[src/rtl/framing_pkg.sv]
// Shared types and constants for the transmit framer and future receive checker.
// Holds the frame state enum, the reflected CRC polynomials and a width legality helper.
// No logic; imported by frame_builder and crc_byte_step users.
package framing_pkg;

  typedef enum logic [2:0] {
    IDLE     = 3'd0,
    PREAMBLE = 3'd1,
    SFD      = 3'd2,
    PAYLOAD  = 3'd3,
    FCS      = 3'd4,
    DROP     = 3'd5
  } state_t;

  localparam logic [15:0] CRC16_POLY_REFL = 16'h8408;
  localparam logic [31:0] CRC32_POLY_REFL = 32'hEDB88320;

  // Only whole-byte FCS widths of 16 or 32 bits are supported.
  function automatic bit crc_w_legal(input int w);
    return (w == 16) || (w == 32);
  endfunction

endpackage

[src/rtl/crc_byte_step.sv]
// Purpose: one reflected CRC update over a full data byte, LSB first.
// Ports:   crc_in (CRC_W) current register, data (8) byte, crc_out (CRC_W) next register.
// Latency: purely combinational; no handshake, no backpressure.
module crc_byte_step #(
  parameter int          CRC_W    = 16,
  parameter logic [31:0] CRC_POLY = 32'h0000_8408
) (
  input  logic [CRC_W-1:0] crc_in,
  input  logic [7:0]       data,
  output logic [CRC_W-1:0] crc_out
);

  localparam logic [CRC_W-1:0] POLY = CRC_POLY[CRC_W-1:0];

  always_comb begin
    crc_out = crc_in;
    for (int i = 0; i < 8; i++) begin
      crc_out = (crc_out >> 1) ^ (((crc_out[0] ^ data[i]) != 1'b0) ? POLY : '0);
    end
  end

endmodule

[src/rtl/frame_builder.sv]
// Purpose: wraps a byte payload with preamble, SFD and a 16/32-bit reflected CRC FCS.
// Ports:   clk/reset_n; s_valid/s_ready/s_data/s_last payload in; m_valid/m_ready/m_data/m_last
//          framed bytes out; busy (not IDLE); err_trunc (length-limit pulse).
// Latency: payload is zero-latency pass-through; m_ready low freezes state, counters and CRC.
// Option:  FRAMING_MAXLEN_EN enables the MAX_PAYLOAD truncation counter and the DROP state.
module frame_builder
  import framing_pkg::*;
#(
  parameter int          PREAMBLE_LEN  = 8,
  parameter logic [7:0]  PREAMBLE_BYTE = 8'hAA,
  parameter logic [7:0]  SFD_BYTE      = 8'hA7,
  parameter int          CRC_W         = 16,
  parameter logic [31:0] CRC_POLY      = 32'h0000_8408,
  parameter logic [31:0] CRC_INIT      = 32'hFFFF_FFFF,
  parameter logic [31:0] CRC_XOROUT    = 32'h0000_0000,
  parameter int          MAX_PAYLOAD   = 127
) (
  input  logic       clk,
  input  logic       reset_n,
  input  logic       s_valid,
  output logic       s_ready,
  input  logic [7:0] s_data,
  input  logic       s_last,
  output logic       m_valid,
  input  logic       m_ready,
  output logic [7:0] m_data,
  output logic       m_last,
  output logic       busy,
  output logic       err_trunc
);

  localparam int NFCS = CRC_W / 8;

  if (!crc_w_legal(CRC_W)) begin : g_bad_crc_w
    $error("frame_builder: CRC_W must be 16 or 32");
  end

  state_t           r_state, w_state_nxt;
  logic [7:0]       r_cnt, w_cnt_nxt;
  logic [CRC_W-1:0] r_crc, w_crc_nxt;
  logic [CRC_W-1:0] r_fcs, w_fcs_nxt;
  logic [CRC_W-1:0] w_crc_step;
  logic             w_end;

  crc_byte_step #(.CRC_W(CRC_W), .CRC_POLY(CRC_POLY)) u_crc_step (
    .crc_in (r_crc),
    .data   (s_data),
    .crc_out(w_crc_step)
  );

`ifdef FRAMING_MAXLEN_EN
  logic [15:0] r_plen, w_plen_nxt;
  logic        r_drop, w_drop_nxt;
  logic        w_limit, w_trunc;
  assign w_limit   = (r_plen == 16'(MAX_PAYLOAD - 1));
  // The length limit ends the payload just like s_last does.
  assign w_end     = s_last || w_limit;
  assign err_trunc = w_trunc;
`else
  assign w_end     = s_last;
  assign err_trunc = 1'b0;
`endif

  assign busy = (r_state != IDLE);

  always_comb begin
    w_state_nxt = r_state;
    w_cnt_nxt   = r_cnt;
    w_crc_nxt   = r_crc;
    w_fcs_nxt   = r_fcs;
    m_valid     = 1'b0;
    m_data      = 8'h00;
    m_last      = 1'b0;
    s_ready     = 1'b0;
`ifdef FRAMING_MAXLEN_EN
    w_plen_nxt  = r_plen;
    w_drop_nxt  = r_drop;
    w_trunc     = 1'b0;
`endif
    case (r_state)
      IDLE: begin
        w_cnt_nxt = 8'd0;
        if (s_valid) w_state_nxt = PREAMBLE;
      end
      PREAMBLE: begin
        m_valid = 1'b1;
        m_data  = PREAMBLE_BYTE;
        if (m_ready) begin
          if (r_cnt == 8'(PREAMBLE_LEN - 1)) begin
            w_cnt_nxt   = 8'd0;
            w_state_nxt = SFD;
          end else begin
            w_cnt_nxt = r_cnt + 8'd1;
          end
        end
      end
      SFD: begin
        m_valid = 1'b1;
        m_data  = SFD_BYTE;
        if (m_ready) begin
          w_crc_nxt   = CRC_INIT[CRC_W-1:0];
          w_state_nxt = PAYLOAD;
`ifdef FRAMING_MAXLEN_EN
          w_plen_nxt  = 16'd0;
          w_drop_nxt  = 1'b0;
`endif
        end
      end
      PAYLOAD: begin
        m_valid = s_valid;
        m_data  = s_valid ? s_data : 8'h00;
        s_ready = m_ready;
        if (s_valid && m_ready) begin
          w_crc_nxt = w_crc_step;
`ifdef FRAMING_MAXLEN_EN
          w_plen_nxt = r_plen + 16'd1;
          w_trunc    = w_limit && !s_last;
          w_drop_nxt = w_limit && !s_last;
`endif
          if (w_end) begin
            // FCS value is latched here so the FCS state only shifts bytes out.
            w_fcs_nxt   = w_crc_step ^ CRC_XOROUT[CRC_W-1:0];
            w_cnt_nxt   = 8'd0;
            w_state_nxt = FCS;
          end
        end
      end
      FCS: begin
        m_valid = 1'b1;
        m_data  = r_fcs[7:0];
        m_last  = (r_cnt == 8'(NFCS - 1));
        if (m_ready) begin
          w_fcs_nxt = r_fcs >> 8;
          w_cnt_nxt = r_cnt + 8'd1;
          if (m_last) begin
            w_cnt_nxt   = 8'd0;
            w_state_nxt = IDLE;
`ifdef FRAMING_MAXLEN_EN
            if (r_drop) w_state_nxt = DROP;
`endif
          end
        end
      end
`ifdef FRAMING_MAXLEN_EN
      DROP: begin
        // Swallow the rest of an over-long payload without emitting anything.
        s_ready = 1'b1;
        if (s_valid && s_last) w_state_nxt = IDLE;
      end
`endif
      default: w_state_nxt = IDLE;
    endcase
  end

  always_ff @(posedge clk or negedge reset_n) begin
    if (!reset_n) begin
      r_state <= IDLE;
      r_cnt   <= 8'd0;
      r_crc   <= CRC_INIT[CRC_W-1:0];
      r_fcs   <= '0;
    end else begin
      r_state <= w_state_nxt;
      r_cnt   <= w_cnt_nxt;
      r_crc   <= w_crc_nxt;
      r_fcs   <= w_fcs_nxt;
    end
  end

`ifdef FRAMING_MAXLEN_EN
  always_ff @(posedge clk or negedge reset_n) begin
    if (!reset_n) begin
      r_plen <= 16'd0;
      r_drop <= 1'b0;
    end else begin
      r_plen <= w_plen_nxt;
      r_drop <= w_drop_nxt;
    end
  end
`endif

endmodule

[config.mk]
export PLATFORM = sky130hd
export DESIGN_NAME = frame_builder
export DESIGN_NICKNAME = d
export VERILOG_FILES = /design/src/rtl/framing_pkg.sv /design/src/rtl/crc_byte_step.sv /design/src/rtl/frame_builder.sv
export SDC_FILE = /design/constraint.sdc
export NUM_CORES = 1
export LEC_CHECK = 0
export BUFFER_PORTS_ARGS = -buffer_cell sky130_fd_sc_hd__buf_4
export CAP_MARGIN = 20
export CORE_MARGIN = 8
export CORE_UTILIZATION = 29
export CTS_BUF_LIST = sky130_fd_sc_hd__clkbuf_8
export DETAILED_ROUTE_END_ITERATION = 12
export HOLD_SLACK_MARGIN = 0.08
export PLACE_DENSITY_LB_ADDON = 0.3
export RECOVER_POWER = 25
export SLEW_MARGIN = 30
export SYNTH_ARGS = -nofsm -noshare
export SYNTH_HDL_FRONTEND = slang
export SYNTH_SLANG_ARGS = --single-unit
[constraint.sdc]
create_clock -name clk -period 2.3 [get_ports clk]
set_input_delay 0.46 -clock clk [delete_from_list [all_inputs] [get_ports clk]]
set_output_delay 0.46 -clock clk [all_outputs]
set_load 0.1 [all_outputs]
== Word-level counts from Yosys, hierarchy flattened ==
Index checks and enable logic that the tools add are counted.
Widths: inputs -> output; s select.

* Bitwise gates (word level): 16
* Reduce and logical (&&, ||, !) cells: 11
* $add $sub $neg: 1
* Eq/ne operators: 14
* Mux-type cells: 36

{| class="wikitable"
|+ Operators by type and width
! operator !! number
|-
| $mux 16 || 13
|-
| $xor 15x16->16 || 8
|-
| $pmux 16 s2 || 2
|-
| $pmux 8 s4 || 2
|-
| $mux 8 || 7
|-
| $mux 3 || 8
|-
| $ne 2x2->1 const B || 8
|-
| $pmux 3 s5 || 1
|-
| $add 8x1->8 const B || 1
|-
| $eq 8x1->1 const B || 1
|-
| $eq 8x3->1 const B || 1
|-
| $reduce_and 8->1 || 1
|-
| $xor 1x1->1 || 8
|-
| $eq 3x2->1 const B || 2
|-
| $reduce_and 5->1 || 1
|-
| $reduce_and 4->1 || 1
|-
| $reduce_bool 2->1 || 2
|-
| $reduce_bool 4->1 || 1
|-
| $eq 3x1->1 const B || 1
|-
| $eq 3x3->1 const B || 1
|-
| $logic_not 3->1 || 1
|-
| $reduce_and 3->1 || 1
|-
| $reduce_bool 3->1 || 1
|-
| $reduce_or 3->1 || 1
|-
| 3 further kinds || 4
|}

* Output and inout bits: 13
* Register bits: 43

== Logic depth before layout (Yosys ltp) ==
* Word-level depth: 27
* Mapped depth: 8
* Gate-level depth less buffers: 6

== Hierarchy ==
From an unflattened synthesis, not the netlist that was laid out.

* Cell total of the unflattened synthesis: 305
* Area total of the unflattened synthesis: 2857.7 um2

{| class="wikitable"
|+ By module, submodules not included
! module !! instances !! area an instance (um2) !! cells an instance !! sequential area each (um2)
|-
| frame_builder || 1 || 2486.1 || 281 || 1096.1
|-
| crc_byte_step || 1 || 371.6 || 24 || 0.0
|}

== Worst setup path before layout ==
Ideal clock, no wire load.

* Path type: register to output
* Start point: register r_state[1]
* End point: output port m_data[1]
* Data arrival time: 2950 ps
* Setup slack: -1110 ps
* Cell stages (with the launch flop): 5
* Data required time: 1840 ps
* Cell sequence: dfrtp_1 -> clkbuf_1 -> nor2_1 -> a21oi_1 -> o21ai_0

* Word-level cells in the longest chain between the ends: 2
* Elaborated cells on any way between the ends: 5
* Those cells by class: 4 x eq/ne; 1 x mux

{| class="wikitable"
|+ RTL lines
! item !! line !! text
|-
| start: declaration || frame_builder.sv:38 || <nowiki>state_t r_state, w_state_nxt;</nowiki>
|-
| start signal: assignment || frame_builder.sv:162 || <nowiki>r_state <= w_state_nxt;</nowiki>
|-
| $eq 3x3->1, or another cell as far along || frame_builder.sv:80 || <nowiki>case (r_state)</nowiki>
|-
| $pmux 8 s4 * || frame_builder.sv:80 ||
|-
| end: declaration || frame_builder.sv:26 || <nowiki>output logic [7:0] m_data,</nowiki>
|}

Every way passes the cells marked *; elsewhere a longest branch is shown, timed or not.

== Final worst setup path ==
* Start point: register r_state[1]
* End point: output port m_data[2]

Same word-level chain as after synthesis.

==> impl_metrics.py <==
metrics = {
    "critical_path": {
        "cpMostUsedCell": "buf_4",
        "worstPathArrival_ns": 1.72,
        "slowest_delay_ns": 0.45,
        "r2r_cells": 6,
        "startpoint_type": "register",
        "crit_fanout": 8,
        "cp-end-kind": "output pin",
        "path_cells": "buf_4, nand2b_1, buf_4, a21oi_1, a21o_2, buf_4",
        "critPathRequiredTime_ns": 1.84,
        "slowest_stage": "dfrtp_2",
        "rrSetupSlack_ns": 0.35,
        "critPathTopFamily": "buffers and inverters",
        "rr_endpoint": "r_state[0]$_DFFE_PN0P_",
        "r2r_start": "r_state[0]$_DFFE_PN0P_",
        "crit_buf_inv": 3,
        "crit_type": "register to output pin",
        "cp-startpoint": "r_state[1]$_DFFE_PN0P_",
    },
    "yosys": {
        "yosys.area.top_type": "dfrtp_1",
        "ys.flop_type": "dfrtp_1",
        "synth_top_cells_by_count": "33 x nand2_1, 27 x dfrtp_1, 26 x nor2_1, 23 x a21oi_1, 18 x xnor2_1",
        "synth_top_cell_area_share_pct": 27.9,
        "avgSynthCellArea_um2": 9.43,
        "synth_seq_area_share_pct": 45.2,
        "synth_area_leaders": "dfrtp_1 28%, dfstp_2 17%, xnor2_1 6.5%",
        "synth_edf_count": 0,
        "yosysMostFrequentCell": "nand2_1",
        "yosys_warnings": 0,
        "netlist_instances": 257,
        "syn_area_um2": 2420,
        "syn_nets": 272,
        "async_reset_ff_share_pct": 100,
        "ys_ff_latch": 43,
        "ys_types": 48,
    },
    "routing": {
        "post_drt_wl_per_cell_um": 16.1,
        "drt_iter0_drc": 122,
        "vias_per_cell": 5.01,
        "vias": 1969,
        "finalWirelength_mm": 6.32,
        "ant_nets": 0,
        "firstDrtPassIters": 4,
        "drc": 0,
    },
    "placement": {
        "place_area_um2": 2800,
        "dp_hpwl_mm": 4.57,
        "io_buffer_count": 24,
        "gp_congestion": 0.816,
    },
    "floorplanning": {
        "core_area_um2": 8180,
        "die_w_um": 107,
        "die_y_um": 107,
        "io_pins": 26,
        "num_rows": 33,
        "start_util_pct": 29.6,
        "die-area_um2": 11500,
    },
    "cts": {
        "cts_sinks": 43,
        "numCtsBuffers": 5,
        "hold_buffers": 0,
        "cts_max_path_buffers": 2,
        "cts_tree": "yes",
        "clk_latency_ns": 0.30,
        "postCtsSetupBuffers": 0,
        "clkTransAtPathRegs_ns": 0.09,
        "clock-root-buffer": "clkbuf_8",
        "h-tree-depth": 2,
    },
    "power_and_ir_drop": {
        "p_comb_share_pct": 59.7,
        "power_frac_clock_pct": 12.6,
        "power_mw": 4.81,
        "sw_frac_of_total_pct": 49.6,
        "seqPwrFrac_pct": 27.7,
        "power_density_nw_per_um2": 1630,
        "p_leak_nw": 1.28,
        "p_int_mw": 2.42,
        "p_switching_mw": 2.39,
        "ir_worst_vdd_v": 0.000758,
    },
    "layout": {
        "area_growth_pct": 21.5,
        "postLayoutCoreUtil_pct": 36.0,
        "nets": 302,
        "antenna_cells": 0,
        "postLayoutCellArea_um2": 2940,
        "fillCellCount": 863,
        "drive_gt1_share_pct": 30.9,
    },
    "status": {
        "outcome": "finished clean",
    },
    "sta": {
        "hold_viol_final": 0,
        "setup-violations-final": 0,
        "finalCritPeriodShare_pct": 94.9,
        "period_minus_slack_ns": 2.18,
        "drv_slew": 0,
        "fmax_ghz": 0.458,
        "max_slew_margin_pct": 26.2,
        "clock-skew-final_ns": 0.0101,
        "tightest_slew_ns": 1.11,
        "rsz0062_at_grt": "no",
    },
    "grt": {
        "grt_pass1_vias": 2011,
        "grt_pass1_wl_mm": 10.5,
        "antenna_found_initial": 0,
        "grt_max_degree": 44,
        "overflow": 0,
        "grt_usage_pct": 11.4,
    },
    "min_path": {
        "min_path_type": "input port to async pin",
    },
    "job": {
        "drv_cap": 0,
    },
}
-- cell usage in the layout (no fill, tap or decap), types with 2 or more instances in the layout --
master and count:
a21o_1 7, a21o_2 3, a21oi_1 23, a22o_1 8, a22o_2 2, and3_1 5
buf_4 30, buf_6 7, clkbuf_8 5, dfrtp_1 25, dfrtp_2 2, dfstp_2 16
ha_1 2, inv_1 4, nand2_1 33, nand2b_1 2, nand3_1 2, nor2_1 24
nor2_2 2, nor2_4 2, nor3_1 2, nor3_2 2, o211ai_1 2, o21ai_0 9
o21ai_1 2, o21ai_2 3, o22a_1 8, o31ai_1 6, xnor2_1 18, xor2_1 6
-- power by group through the flow --
stage	logic, mW	clock network, mW	registers (mW)
global placement	2.82	0	1.32
CTS	2.86	0.622	1.33
global route	3.09	0.659	1.37
floorplan	2.22	0	1.27
detailed placement	2.84	0	1.33
finish	2.87	0.604	1.33
-- cell families (layout without fill, tap and decap cells) --
logic type	Yosys count	in the layout	synth area share (%)
AO/OA/AOI/OAI	82	82	23.2
XOR/XNOR	24	24	8.67
adder cells (fa/ha/maj)	3	3	1.50
buffers and inverters	19	50	3.67
flip-flops	43	43	45.2
multiplexers	2	2	0.929
other	1	1	0.155
AND/OR/NAND/NOR	83	83	16.6
-- area by class of cell --
| cell class | instances | area [um^2] | area share (%) |
|---|---|---|---|
| sequential | 43 | 1100 | 37.3 |
| clock inverter | 3 | 41.3 | 1.40 |
| clock buffer | 5 | 68.8 | 2.34 |
| multi-input combinational | 195 | 1280 | 43.5 |
| timing repair buffer | 38 | 309 | 10.5 |
| inverter | 4 | 15.0 | 0.510 |
| tap | 105 | 131 | 4.46 |
-- stage by stage --
stage	cells	TNS, ns	hold slack (ns)	setup slack (ns)
final	393	0	0.342	0.118
after CTS	393	0	0.166	0.0205
after floorplan	257	-0.742	0.164	-0.372
after global routing	393	0	0.437	0.0153
after global placement	385	0	0.462	0.215
after detailed placement	385	0	0.474	0.192
-- worst max-delay path by stage --
stage	cells after the start	slack, ns	end
floorplan	7	-0.37	m_valid
global placement	5	0.21	m_data[4]
detailed placement	5	0.19	m_data[4]
CTS	6	0.02	m_data[2]
global route	6	0.02	m_data[2]
finish	6	0.12	m_data[2]
-- layer usage --
metal  up-vias  global-route usage [%]  share of wire (%)
met5         -                       0                  0
li1        970                       -                  -
met1       970                    15.0                 47
met2        25                    18.6                 49
met3         4                    2.34                3.1
met4         0                    2.38               0.57
-- registers in the layout, summed over array words and instances, names as in the netlist --
register / cells
r_crc: 16
r_cnt: 8
r_state: 3
r_fcs: 16
-- what timing repair did --
| item | CTS | global route |
|---|---|---|
| endpoints found under the setup margin | 5 | 8 |
| gates resized for setup | 5 | 7 |
| pin swaps | 0 | 0 |
Note: power is estimated with default switching activity, not from simulation.
